===== config.mk =====
export PLATFORM = sky130hd
export DESIGN_NAME = decode_stage
export DESIGN_NICKNAME = d
export VERILOG_FILES = /design/src/rtl/decode_stage.sv
export SDC_FILE = /design/constraint.sdc
export NUM_CORES = 1
export LEC_CHECK = 0
export CORE_ASPECT_RATIO = 0.8
export CORE_UTILIZATION = 58
export CTS_BUF_LIST = sky130_fd_sc_hd__clkbuf_8
export CTS_CLUSTER_DIAMETER = 100
export DETAILED_ROUTE_END_ITERATION = 10
export HOLD_SLACK_MARGIN = 0.03
export PLACE_DENSITY = 0.88
export SYNTH_ARGS = -nofsm -noshare
export SYNTH_HDL_FRONTEND = slang
export SYNTH_SLANG_ARGS = --single-unit

===== constraint.sdc =====
create_clock -name clk -period 14.9 [get_ports clk]
set_input_delay 2.98 -clock clk [delete_from_list [all_inputs] [get_ports clk]]
set_output_delay 2.98 -clock clk [all_outputs]
set_load 0.02 [all_outputs]

===== src/rtl/decode_stage.sv =====
// Pipelined RV32I(+M) decoder: combinational decode on the input side, a registered
// output bundle plus one skid entry, valid/ready on both sides, and an illegal-op counter.
module decode_stage #(
  parameter bit EN_MEXT  = 1'b0,
  parameter int CNT_W    = 16,
  parameter bit RD0_NOWB = 1'b1
) (
  input  logic             clk,
  input  logic             rst,
  input  logic             flush,
  input  logic             in_valid,
  output logic             in_ready,
  input  logic [31:0]      in_instr,
  input  logic [31:0]      in_pc,
  output logic             out_valid,
  input  logic             out_ready,
  output logic [31:0]      out_pc,
  output logic [7:0]       out_ctrl,
  output logic [4:0]       out_alu_ctrl,
  output logic [4:0]       out_rs1,
  output logic [4:0]       out_rs2,
  output logic [4:0]       out_rd,
  output logic [2:0]       out_data_size,
  output logic [31:0]      out_imm,
  output logic             out_illegal,
  output logic [CNT_W-1:0] illegal_cnt
);

  typedef struct packed {
    logic [31:0] pc;
    logic [7:0]  ctrl;
    logic [4:0]  alu;
    logic [4:0]  rs1;
    logic [4:0]  rs2;
    logic [4:0]  rd;
    logic [2:0]  dsize;
    logic [31:0] imm;
    logic        ill;
  } bundle_t;

  typedef enum logic [1:0] {EMPTY, ONE, TWO} state_t;

  localparam logic [6:0] OPC_LOAD   = 7'b0000011;
  localparam logic [6:0] OPC_FENCE  = 7'b0001111;
  localparam logic [6:0] OPC_OPIMM  = 7'b0010011;
  localparam logic [6:0] OPC_AUIPC  = 7'b0010111;
  localparam logic [6:0] OPC_STORE  = 7'b0100011;
  localparam logic [6:0] OPC_OP     = 7'b0110011;
  localparam logic [6:0] OPC_LUI    = 7'b0110111;
  localparam logic [6:0] OPC_BRANCH = 7'b1100011;
  localparam logic [6:0] OPC_JALR   = 7'b1100111;
  localparam logic [6:0] OPC_JAL    = 7'b1101111;

  localparam logic [4:0] ALU_ADD = 5'd0,  ALU_SUB = 5'd1,  ALU_AND = 5'd2,  ALU_OR   = 5'd3;
  localparam logic [4:0] ALU_XOR = 5'd4,  ALU_SLL = 5'd5,  ALU_SRL = 5'd6,  ALU_SRA  = 5'd7;
  localparam logic [4:0] ALU_SLT = 5'd8,  ALU_SLTU = 5'd9, ALU_EQ = 5'd10,  ALU_NE   = 5'd11;
  localparam logic [4:0] ALU_GE  = 5'd12, ALU_GEU = 5'd13, ALU_PC4 = 5'd14, ALU_PASSB = 5'd15;

  localparam logic [6:0] F7_ZERO = 7'b0000000;
  localparam logic [6:0] F7_ALT  = 7'b0100000;
  localparam logic [6:0] F7_MUL  = 7'b0000001;

  function automatic logic [4:0] base_alu(input logic [2:0] f3);
    case (f3)
      3'd0:    base_alu = ALU_ADD;
      3'd1:    base_alu = ALU_SLL;
      3'd2:    base_alu = ALU_SLT;
      3'd3:    base_alu = ALU_SLTU;
      3'd4:    base_alu = ALU_XOR;
      3'd5:    base_alu = ALU_SRL;
      3'd6:    base_alu = ALU_OR;
      default: base_alu = ALU_AND;
    endcase
  endfunction

  state_t  state_q, state_d;
  bundle_t out_q, skid_q, dec;
  logic    in_fire, out_fire;
  logic    ld_out, ld_skid, skid_to_out;

  logic [6:0]  opc, f7;
  logic [2:0]  f3;
  logic [31:0] imm_i, imm_s, imm_b, imm_u, imm_j;
  logic        c_b, c_j, c_we, c_rfwe, c_sela, c_selb, c_wb, c_jalr, c_ill;
  logic [4:0]  c_alu;
  logic [31:0] c_imm;
  logic [2:0]  c_size;

  assign opc   = in_instr[6:0];
  assign f3    = in_instr[14:12];
  assign f7    = in_instr[31:25];
  assign imm_i = {{20{in_instr[31]}}, in_instr[31:20]};
  assign imm_s = {{20{in_instr[31]}}, in_instr[31:25], in_instr[11:7]};
  assign imm_b = {{19{in_instr[31]}}, in_instr[31], in_instr[7], in_instr[30:25], in_instr[11:8], 1'b0};
  assign imm_u = {in_instr[31:12], 12'b0};
  assign imm_j = {{11{in_instr[31]}}, in_instr[31], in_instr[19:12], in_instr[20], in_instr[30:21], 1'b0};

  always_comb begin
    {c_b, c_j, c_we, c_rfwe, c_sela, c_selb, c_wb, c_jalr} = '0;
    c_alu  = ALU_ADD;
    c_imm  = '0;
    c_size = '0;
    c_ill  = 1'b0;
    case (opc)
      OPC_LOAD: begin
        c_rfwe = 1'b1; c_wb = 1'b1; c_selb = 1'b1; c_imm = imm_i; c_size = f3;
        c_ill  = (f3 == 3'd3) || (f3 == 3'd6) || (f3 == 3'd7);
      end
      OPC_STORE: begin
        c_we = 1'b1; c_selb = 1'b1; c_imm = imm_s; c_size = f3;
        c_ill = (f3 > 3'd2);
      end
      OPC_OPIMM: begin
        c_rfwe = 1'b1; c_selb = 1'b1; c_imm = imm_i; c_alu = base_alu(f3);
        if (f3 == 3'd1) c_ill = (f7 != F7_ZERO);
        else if (f3 == 3'd5) begin
          if (f7 == F7_ALT) c_alu = ALU_SRA;
          else c_ill = (f7 != F7_ZERO);
        end
      end
      OPC_OP: begin
        c_rfwe = 1'b1;
        if (f7 == F7_ZERO) c_alu = base_alu(f3);
        else if (f7 == F7_ALT && f3 == 3'd0) c_alu = ALU_SUB;
        else if (f7 == F7_ALT && f3 == 3'd5) c_alu = ALU_SRA;
        else if (f7 == F7_MUL && EN_MEXT) c_alu = {2'b10, f3};
        else c_ill = 1'b1;
      end
      OPC_LUI: begin
        c_rfwe = 1'b1; c_selb = 1'b1; c_alu = ALU_PASSB; c_imm = imm_u;
      end
      OPC_AUIPC: begin
        c_rfwe = 1'b1; c_sela = 1'b1; c_selb = 1'b1; c_imm = imm_u;
      end
      OPC_JAL: begin
        c_j = 1'b1; c_rfwe = 1'b1; c_sela = 1'b1; c_alu = ALU_PC4; c_imm = imm_j;
      end
      OPC_JALR: begin
        c_j = 1'b1; c_rfwe = 1'b1; c_sela = 1'b1; c_jalr = 1'b1; c_alu = ALU_PC4; c_imm = imm_i;
        c_ill = (f3 != 3'd0);
      end
      OPC_BRANCH: begin
        c_b = 1'b1; c_imm = imm_b;
        case (f3)
          3'd0:    c_alu = ALU_EQ;
          3'd1:    c_alu = ALU_NE;
          3'd4:    c_alu = ALU_SLT;
          3'd5:    c_alu = ALU_GE;
          3'd6:    c_alu = ALU_SLTU;
          3'd7:    c_alu = ALU_GEU;
          default: c_ill = 1'b1;
        endcase
      end
      OPC_FENCE: ;
      default:   c_ill = 1'b1;
    endcase
    // an illegal bundle must never change architectural state downstream
    if (c_ill) {c_b, c_j, c_we, c_rfwe} = '0;
    if (RD0_NOWB && in_instr[11:7] == 5'd0) c_rfwe = 1'b0;
  end

  always_comb begin
    dec.pc    = in_pc;
    dec.ctrl  = {c_b, c_j, c_we, c_rfwe, c_sela, c_selb, c_wb, c_jalr};
    dec.alu   = c_alu;
    dec.rs1   = in_instr[19:15];
    dec.rs2   = in_instr[24:20];
    dec.rd    = in_instr[11:7];
    dec.dsize = c_size;
    dec.imm   = c_imm;
    dec.ill   = c_ill;
  end

  assign in_ready  = (state_q != TWO) & ~rst;
  assign out_valid = (state_q != EMPTY);
  assign in_fire   = in_valid & in_ready & ~flush;
  assign out_fire  = out_valid & out_ready;

  always_ff @(posedge clk or posedge rst) begin
    if (rst) state_q <= EMPTY;
    else     state_q <= state_d;
  end

  always_comb begin
    state_d     = state_q;
    ld_out      = 1'b0;
    ld_skid     = 1'b0;
    skid_to_out = 1'b0;
    if (flush) state_d = EMPTY;
    else begin
      case (state_q)
        EMPTY: if (in_fire) begin ld_out = 1'b1; state_d = ONE; end
        ONE: begin
          if (in_fire && out_ready) ld_out = 1'b1;
          else if (in_fire) begin ld_skid = 1'b1; state_d = TWO; end
          else if (out_ready) state_d = EMPTY;
        end
        TWO: if (out_ready) begin skid_to_out = 1'b1; state_d = ONE; end
        default: state_d = EMPTY;
      endcase
    end
  end

  always_ff @(posedge clk or posedge rst) begin
    if (rst) begin
      out_q  <= '0;
      skid_q <= '0;
    end else begin
      if (ld_out)           out_q <= dec;
      else if (skid_to_out) out_q <= skid_q;
      if (ld_skid)          skid_q <= dec;
    end
  end

  // counts on handoff, so a bundle drained in a flush cycle is still counted
  always_ff @(posedge clk or posedge rst) begin
    if (rst) illegal_cnt <= '0;
    else if (out_fire && out_q.ill && illegal_cnt != {CNT_W{1'b1}})
      illegal_cnt <= illegal_cnt + CNT_W'(1);
  end

  assign out_pc        = out_q.pc;
  assign out_ctrl      = out_q.ctrl;
  assign out_alu_ctrl  = out_q.alu;
  assign out_rs1       = out_q.rs1;
  assign out_rs2       = out_q.rs2;
  assign out_rd        = out_q.rd;
  assign out_data_size = out_q.dsize;
  assign out_imm       = out_q.imm;
  assign out_illegal   = out_q.ill;

endmodule


Word level (Yosys, flattened, before mapping)
Cells that the tools add are included.

storage, ports and cells
  register bits after elaboration = 210
  input bits = 69
  output and inout bits = 114
  logic and storage cells = 130

cells by class
  add/sub/neg operators = 1
  $lt $le $gt $ge = 1
  equality and inequality tests = 26
  muxes and demuxes = 51
  bitwise operators = 6
  reductions and logical operators = 25

operators by type and width
  kind                   count
  $mux 96                2
  $pmux 32 s5            1
  $mux 1                 29
  $eq 7x6->1 const B     4
  $pmux 4 s7             1
  $pmux 5 s5             1
  $pmux 4 s6             1
  $eq 7x7->1 const B     3
  $add 16x1->16 const B  1
  $ne 16x16->1 const B   1
  $eq 7x5->1 const B     2
  $eq 3x3->1 const B     4
  $mux 2                 6
  $mux 4                 3
  $mux 3                 3
  $ne 3x3->1 const B     3
  $eq 7x2->1 const B     1
  $eq 7x4->1 const B     1
  $logic_not 7->1        1
  $pmux 1 s7             1
  $reduce_bool 7->1      1
  $reduce_or 7->1        1
  $eq 3x2->1 const B     2
  $pmux 2 s3             1
  other kinds (23)       36

Depth between registers and ports, before layout
Gate-level depths: netlist of run 1.

  depth in word-level cells = 9
  depth in mapped cells = 8
  gate-level depth less buffers = 6

Least setup slack after synthesis of run 1
OpenSTA, ideal clock, no wires.

  path kind = input-to-output
  start point = input rst
  end point = output in_ready
  data arrival time = 3.273 ns
  required time = 11.920 ns
  setup slack = 8.647 ns
  stages = 1
  path buffers = 0
  path through = nor2_1

on the way
  word-level cells in the longest chain between the ends = 2

ends and longest elaborated chain
  item             RTL line  source
  start, declared  9         input logic rst,
  $not 1->1        174       assign in_ready = (state_q != TWO) & ~rst;
  $and 1x1->1      174
  end, declared    12        output logic in_ready,

No other way between the ends.

Worst setup path after layout of run 1
Same ends and word-level chain as after synthesis.

==> key figures, run 1 <==
Critical path
  – Crit-path cells: clkdlybuf4s50_1, nor2_1, clkdlybuf4s50_1
  – Worst r2r src: state_q[1]
  – CP max-delay cell: clkdlybuf4s50_1
  – Worst reg-to-reg path cell count: 6
  – Critical path class: input port to output port
  – CP peak stage delay: 0.61 ns
  – Worst R2R End: out_ctrl[4]
  – Worst setup SP type: input port
  – Critical Path RT: 11.92 ns
  – CP most frequent cell: clkdlybuf4s50_1
  – R2r setup slk: 11.91 ns
  – Arr. time, crit path: 4.25 ns
  – Worst Setup End Kind: output port
  – Max Fanout on Critical Path: 3

Clock tree
  – Postcts setup bufs: 0
  – Clk slew on worst S/H paths: 0.05 ns
  – CTS buffer count: 35
  – Total number of H-tree levels: 2
  – CTS Hold Buffers Added: 0
  – CTS tree: built
  – Clk buf depth: 3
  – Clk sinks: 208
  – Worst-skew pair later-pin latency: 0.51 ns
  – Clock root buffer: clkbuf_8
  – Post-CTS sizing: 0

Routing
  – DRC viols: 0
  – DRT Pass-1 Iters: 5
  – Via count: 7930
  – ANT nets after route: 0
  – Final WL: 23.3 mm
  – WL per Instance: 16.9 um
  – Vias per cell: 5.76
  – DR iter-0 viols: 646

Timing
  – Least-Margin Pin Slew: 1.10 ns
  – Final worst-path cycle share: 48.6%
  – Slew headroom: 26.4%
  – Final max-slew violation count: 0
  – Setup TNS: 0 ns
  – Setup ws final: 7.67 ns
  – Tmin final: 7.23 ns
  – RSZ-0062 raised after global routing: false
  – Fin Clk Skew: 0.0225 ns
  – Hold Violations, Final: 0
  – F_max: 138 MHz
  – Setup-failing EPs final: 0

Floorplanning
  – Initial Util: 59.5%
  – Die area: 0.0168 mm2
  – Row cnt: 41
  – Die H: 116 um
  – Core box area: 0.0159 mm2
  – IO Count: 183
  – Die Wd: 145 um

Placed design
  – Port-buffer cells: 181
  – DP HPWL: 14.4 mm
  – Placer's final routability congestion estimate: 0.883
  – Place WS: 7.67 ns

Layout
  – Layout area overhead: 25.9%
  – Final core utilization: 74.9%
  – Share of layout cells above drive strength 1: 6.63%
  – Nets: 1216
  – Ant diodes: 0

Worst hold path
  – Hold EP: out_rs1[4]
  – Hold Crit Depth: 2
  – HP Class: register to register
  – Worst hold start: skid_q[50]

Synthesis
  – Mapped Area: 0.00943 mm2
  – Sequential share of the synthesized area: 55.2%
  – Count of cell types in the netlist: 67
  – Synth Warn #: 0
  – Flops & latches, synth: 208
  – Main synth FF type: dfrtp_1
  – Post-Syn Nets: 1059
  – Gate Count Post-Synth: 989
  – Number of synthesized flops with an enable pin: 0
  – Synthesized area per cell: 9.53 um2
  – Synth async-reset ratio: 100%

Global routing
  – Met1 GRT Util: 41.3%
  – GRT busiest layer: met2
  – GRT Total Usage: 28.3%
  – Gr ovfl total: 0
  – First-pass GRT wire length: 37.4 mm
  – Met2 usage: 42.9%
  – Vias in the first global route: 7406
  – Antenna violations before repair: 0
  – Met3 Resource Use GR: 6.32%
  – Largest net degree at the start of global routing: 125

Pwr
  – Static leakage: 5.37 nW
  – Max VDD drop: 0.0757 mV
  – PwrDens: 125 mW/mm2
  – Design Power: 0.00148 W

Run status
  – Status: completed

Job
  – Max Cap Viol: 0
-- Yosys cell counts, drive strengths merged, types with 9 or more instances --
cell / instances / area [um2]
nand2: 297 / 1120
dfrtp: 208 / 5200
a21oi: 66 / 345
a22oi: 54 / 405
buf: 51 / 280
o21ai: 45 / 225
a211oi: 41 / 323
nor2b: 39 / 251
nor2: 33 / 131
clkbuf: 18 / 70.1
nand3: 9 / 45.0
nor4: 9 / 83.8
-- flip-flops by register name, indices dropped and copies added, names as in the netlist, 5 cells and up --
| register | cells |
|---|---|
| out_rs1 | 5 |
| out_pc | 32 |
| skid_q | 95 |
| illegal_cnt | 16 |
| out_ctrl | 8 |
| out_rs2 | 5 |
| out_imm | 32 |
| out_rd | 5 |
-- worst max-delay path: cells and delay by family --
family                 cells  cell delay [ns]
buffers and inverters      2             1.13
AND/OR/NAND/NOR            1             0.15
-- cell usage in the layout (no fill, tap or decap), types with 3 or more instances in the layout --
master,synthesis,layout
nand2_1,296,295
a211oi_1,38,38
a311oi_1,3,3
and2_1,3,3
nand4_1,4,4
dfrtp_1,208,208
buf_4,3,8
nand4b_1,3,3
a211oi_2,3,3
o31ai_1,5,5
nor2b_1,38,38
nor3b_1,8,8
xnor2_1,7,7
inv_1,7,17
a22oi_1,54,54
o22a_1,3,3
nor4_1,6,5
nand3_1,9,9
a22o_1,6,6
o21ai_1,19,19
xor2_1,8,8
nor3_1,6,6
clkdlybuf4s50_1,0,181
clkbuf_8,0,41
o21ai_0,26,26
and3_1,3,3
o211ai_1,3,3
nor2_1,30,30
a21oi_1,64,64
a221o_1,8,8
nand2b_1,6,6
-- how the worst max path moves through the flow --
| stage | from | end | slack, ns |
|---|---|---|---|
| after floorplan | rst | illegal_cnt[0] | 6.24 |
| after global placement | rst | in_ready | 7.67 |
| after detailed placement | rst | in_ready | 7.67 |
| after CTS | rst | in_ready | 7.66 |
| after global routing | rst | in_ready | 7.58 |
| final | rst | in_ready | 7.67 |
-- final cells by class --
cell class	count	area [um2]
multi-input cells	705	3870
well taps	215	269
inverters	7	33.8
clock inverters	12	50.0
clock buffers	41	564
fillers	1115	3980
flip-flops and latches	208	5200
repair buffers	189	1870
-- report_power, final --
| group | total, W | internal, W | leakage (nW) | switching (W) |
|---|---|---|---|---|
| combinational | 0.000324 | 0.000152 | 2.31 | 0.000172 |
| clock | 0.000462 | 0.000246 | 0.357 | 0.000216 |
| sequential | 0.000694 | 0.000645 | 2.70 | 0.0000490 |
| total | 0.00148 | 0.00104 | 5.37 | 0.000437 |
-- cell families (layout without fill, tap and decap cells) --
group | Yosys count | count (layout) | share of synthesized area, %
AND/OR/NAND/NOR | 432 | 432 | 20.7
AO/OA/AOI/OAI | 252 | 252 | 18.1
flip-flops | 208 | 208 | 55.2
buffers and inverters | 76 | 249 | 4.00
XOR/XNOR | 15 | 15 | 1.39
multiplexers | 4 | 4 | 0.451
adder cells (fa/ha/maj) | 1 | 1 | 0.133
other | 1 | 1 | 0.0398
-- per-layer routing --
| metal | routed length [um] | vias to the layer above |
|---|---|---|
| met1 | 10700 | 3838 |
| met3 | 1750 | 36 |
| met2 | 10500 | 305 |
| li1 | - | 3751 |
| met4 | 326 | 0 |
| met5 | 0 | - |
-- metrics by stage --
stage	cell area [um2]	cells	hold slack, ns
6_report	11900	1377	0.472
5_1_grt	11900	1377	0.487
3_3_place_gp	11300	1324	0.457
2_1_floorplan	9430	989	0.443
4_1_cts	11900	1377	0.472
3_5_place_dp	11300	1324	0.463
No activity file was read; power rests on OpenSTA's default activity.
==> run 2, diff against run 1 <==
- CORE_UTILIZATION: 58 -> 49
- PLACE_DENSITY: 0.88 -> 0.79
- clock period: 14.9 -> 6.22 ns (I/O delays scaled with it)
==> run 2 against run 1 <==
Worst hold slack got worse by 0.0030 ns. First-iteration DRC count increased by 19%. Setup slack got worse by 5.1 ns. Routed wire length increased by 2.6%. Critical path depth unchanged.
==> key figures, run 2 (synthesis results as in run 1) <==
Layout
  – Highest-count cells in the layout ignoring fill and taps: 295 x nand2_1, 208 x dfrtp_1, 181 x clkdlybuf4s50_1, 64 x a21oi_1, 54 x a22oi_1
  – Final core utilization: 64.8% (-10 points)
  – Nets: 1217 (+0.082%)
  – Layout area overhead: 27.3%
  – Ant diodes: 0 (unchanged)
  – Share of layout cells above drive strength 1: 7.10% (+0.47 points)
  – Fill cells: 1518 (+36%)
  – Final instance area: 0.0120 mm2 (+1.1%)
  – Max reg flops: 95 (unchanged)
  – Biggest register: skid_q
  – Commonest non-fill, non-tap cell in the layout: nand2_1

Critical path
  – Critical path class: input port to output port
  – Crit path capture: in_ready
  – CP max-delay cell: clkdlybuf4s50_1
  – Worst r2r src: state_q[1]
  – Crit path max-delay family: buffers and inverters
  – Critical Path RT: 4.98 ns (-6.94 ns)
  – Worst reg-to-reg path cell count: 6 (unchanged)
  – Max Fanout on Critical Path: 3 (unchanged)
  – CP most frequent cell: clkdlybuf4s50_1
  – R2r setup slk: 3.49 ns (-8.42 ns)
  – Worst R2R End: out_imm[21]
  – CP Buf/Inv Count: 2 (unchanged)
  – Crit path depth: 3 (unchanged)
  – Worst Setup SP: rst
  – CP peak stage delay: 0.61 ns (about the same)
  – Worst Setup End Kind: output port
  – Crit-path cells: clkdlybuf4s50_1, nor2_1, clkdlybuf4s50_1
  – Worst setup SP type: input port
  – Arr. time, crit path: 2.46 ns (-1.79 ns)

Job
  – Max Cap Viol: 0 (unchanged)

Clock tree
  – CTS tree: built
  – Worst-skew pair later-pin latency: 0.52 ns (about the same)
  – Total number of H-tree levels: 2 (unchanged)
  – Clk buf depth: 3 (unchanged)
  – Clk slew on worst S/H paths: 0.05 ns (about the same)
  – Clk sinks: 208 (unchanged)
  – Post-CTS sizing: 0 (unchanged)
  – Clock root buffer: clkbuf_8
  – Postcts setup bufs: 0 (unchanged)
  – CTS buffer count: 35 (unchanged)
  – CTS Hold Buffers Added: 0 (unchanged)

Routing
  – DRC viols: 0 (unchanged)
  – DRT Pass-1 Iters: 5 (unchanged)
  – Final WL: 23.9 mm (+2.6%)
  – Via count: 7954 (+0.30%)
  – ANT nets after route: 0 (unchanged)
  – DR iter-0 viols: 771 (+19%)
  – WL per Instance: 16.8 um (-0.67%)
  – Vias per cell: 5.59 (-2.9%)

Timing
  – Setup-failing EPs final: 0 (unchanged)
  – Setup ws final: 2.52 ns (-5.15 ns)
  – Setup TNS: 0 ns (unchanged)
  – Final max-slew violation count: 0 (unchanged)
  – F_max: 270 MHz
  – Hold Violations, Final: 0 (unchanged)
  – Tmin final: 3.70 ns
  – Slew headroom: 33.3% (+6.9 points)
  – Fin Clk Skew: 0.0211 ns (-0.00138 ns)
  – Final worst-path cycle share: 59.5%
  – Least-Margin Pin Slew: 1.00 ns (-0.103 ns)
  – RSZ-0062 raised after global routing: false

Run status
  – Status: completed

Global routing
  – Largest net degree at the start of global routing: 153 (+22%)
  – GRT Total Usage: 24.8% (-3.5 points)
  – First-pass GRT wire length: 39.3 mm (+5.0%)
  – Antenna violations before repair: 0 (unchanged)
  – Gr ovfl total: 0 (unchanged)
  – Vias in the first global route: 7704 (+4.0%)

Pwr
  – Max VDD drop: 0.177 mV (+130%)
  – Logic pwr share: 21.5% (-0.4 points)
  – Static leakage: 5.40 nW (+0.65%)
  – Power share of the clock group: 32.2% (+1.0 points)
  – Int Power: 0.00253 W (+140%)
  – Sw power: 0.00107 W (+140%)
  – Switching share of power: 29.6% (+0.11 points)
  – Part of the power in registers: 46.3% (-0.6 points)
  – PwrDens: 300 mW/mm2 (+140%)

Floorplanning
  – Die area: 0.0198 mm2 (+18%)
  – Initial Util: 51.0% (-8.5 points)
  – Die Wd: 157 um (+8.7%)
  – Die H: 126 um (+8.6%)
  – IO Count: 183 (unchanged)
  – Core box area: 0.0185 mm2 (+17%)
  – Row cnt: 44 (+7.3%)

Placed design
  – DP HPWL: 15.3 mm (+6.0%)
  – Place WS: 2.36 ns (-5.31 ns)
  – Placer's final routability congestion estimate: 0.888 (+0.56%)
  – Placed Instance Area: 0.0113 mm2 (+0.68%)
  – Port-buffer cells: 181 (unchanged)

Worst hold path
  – HP Class: register to register
[run 2: cell types whose count changed in the layout (fill, tap and decap cells not counted), sizes merged]
cell	previous run	this run
clkbuf	41	43
inv	18	19
clkinvlp	0	2
clkinv	1	2
buf	8	9
[run 2: worst reg2reg max path, delay by kind of cell, from the launching register on]
family | cells | cell delay (ns)
and+or+nand+nor | 3 | 1.22
buffers and inverters | 1 | 0.47
AOI/OAI and AO/OA | 2 | 0.31
DFF | 1 | 0.56
[run 2: how the worst min path moves through the flow]
stage	from	end	cells after the start	slack (ns)
2_1_floorplan	skid_q[60]	skid_q[60]	2	0.44
3_3_place_gp	out_rd[4]	out_rd[4]	2	0.46
3_5_place_dp	out_pc[2]	out_pc[2]	2	0.46
4_1_cts	out_pc[2]	out_pc[2]	2	0.48
5_1_grt	skid_q[64]	skid_q[64]	2	0.49
6_report	out_pc[2]	out_pc[2]	2	0.47
[run 2: cell type report]
class / instances / area (um2) / share of cell area, %
Tap cell: 253 / 317 / 2.64
Timing Repair Buffer: 190 / 1900 / 15.9
Clock buffer: 43 / 592 / 4.93
Multi-Input combinational cell: 705 / 3870 / 32.3
Sequential cell: 208 / 5200 / 43.4
Clock inverter: 16 / 71.3 / 0.595
Inverter: 7 / 30.0 / 0.250
[run 2: metrics by stage]
| step | std cells | total power (W) | hold WS [ns] |
|---|---|---|---|
| finish | 1422 | 0.00360 | 0.469 |
| global route | 1422 | 0.00378 | 0.494 |
| CTS | 1422 | 0.00364 | 0.476 |
| detailed placement | 1363 | 0.00246 | 0.462 |
| global placement | 1363 | 0.00244 | 0.457 |
| floorplan | 989 | 0.00208 | 0.443 |
[run 2: power by group through the flow]
stage	Clock, W	Sequential, W	Combinational, W
after floorplan	0	0.00181	0.000270
after global placement	0	0.00168	0.000759
after detailed placement	0	0.00168	0.000776
after CTS	0.00119	0.00166	0.000780
after global routing	0.00125	0.00169	0.000844
final	0.00116	0.00167	0.000775
[run 2: layer usage]
layer / share of wire, % / GRT usage (%)
met1: 46 / 37.1
met2: 44 / 36.1
met3: 7.8 / 5.88
met4: 1.6 / 6.57
met5: 0 / 0
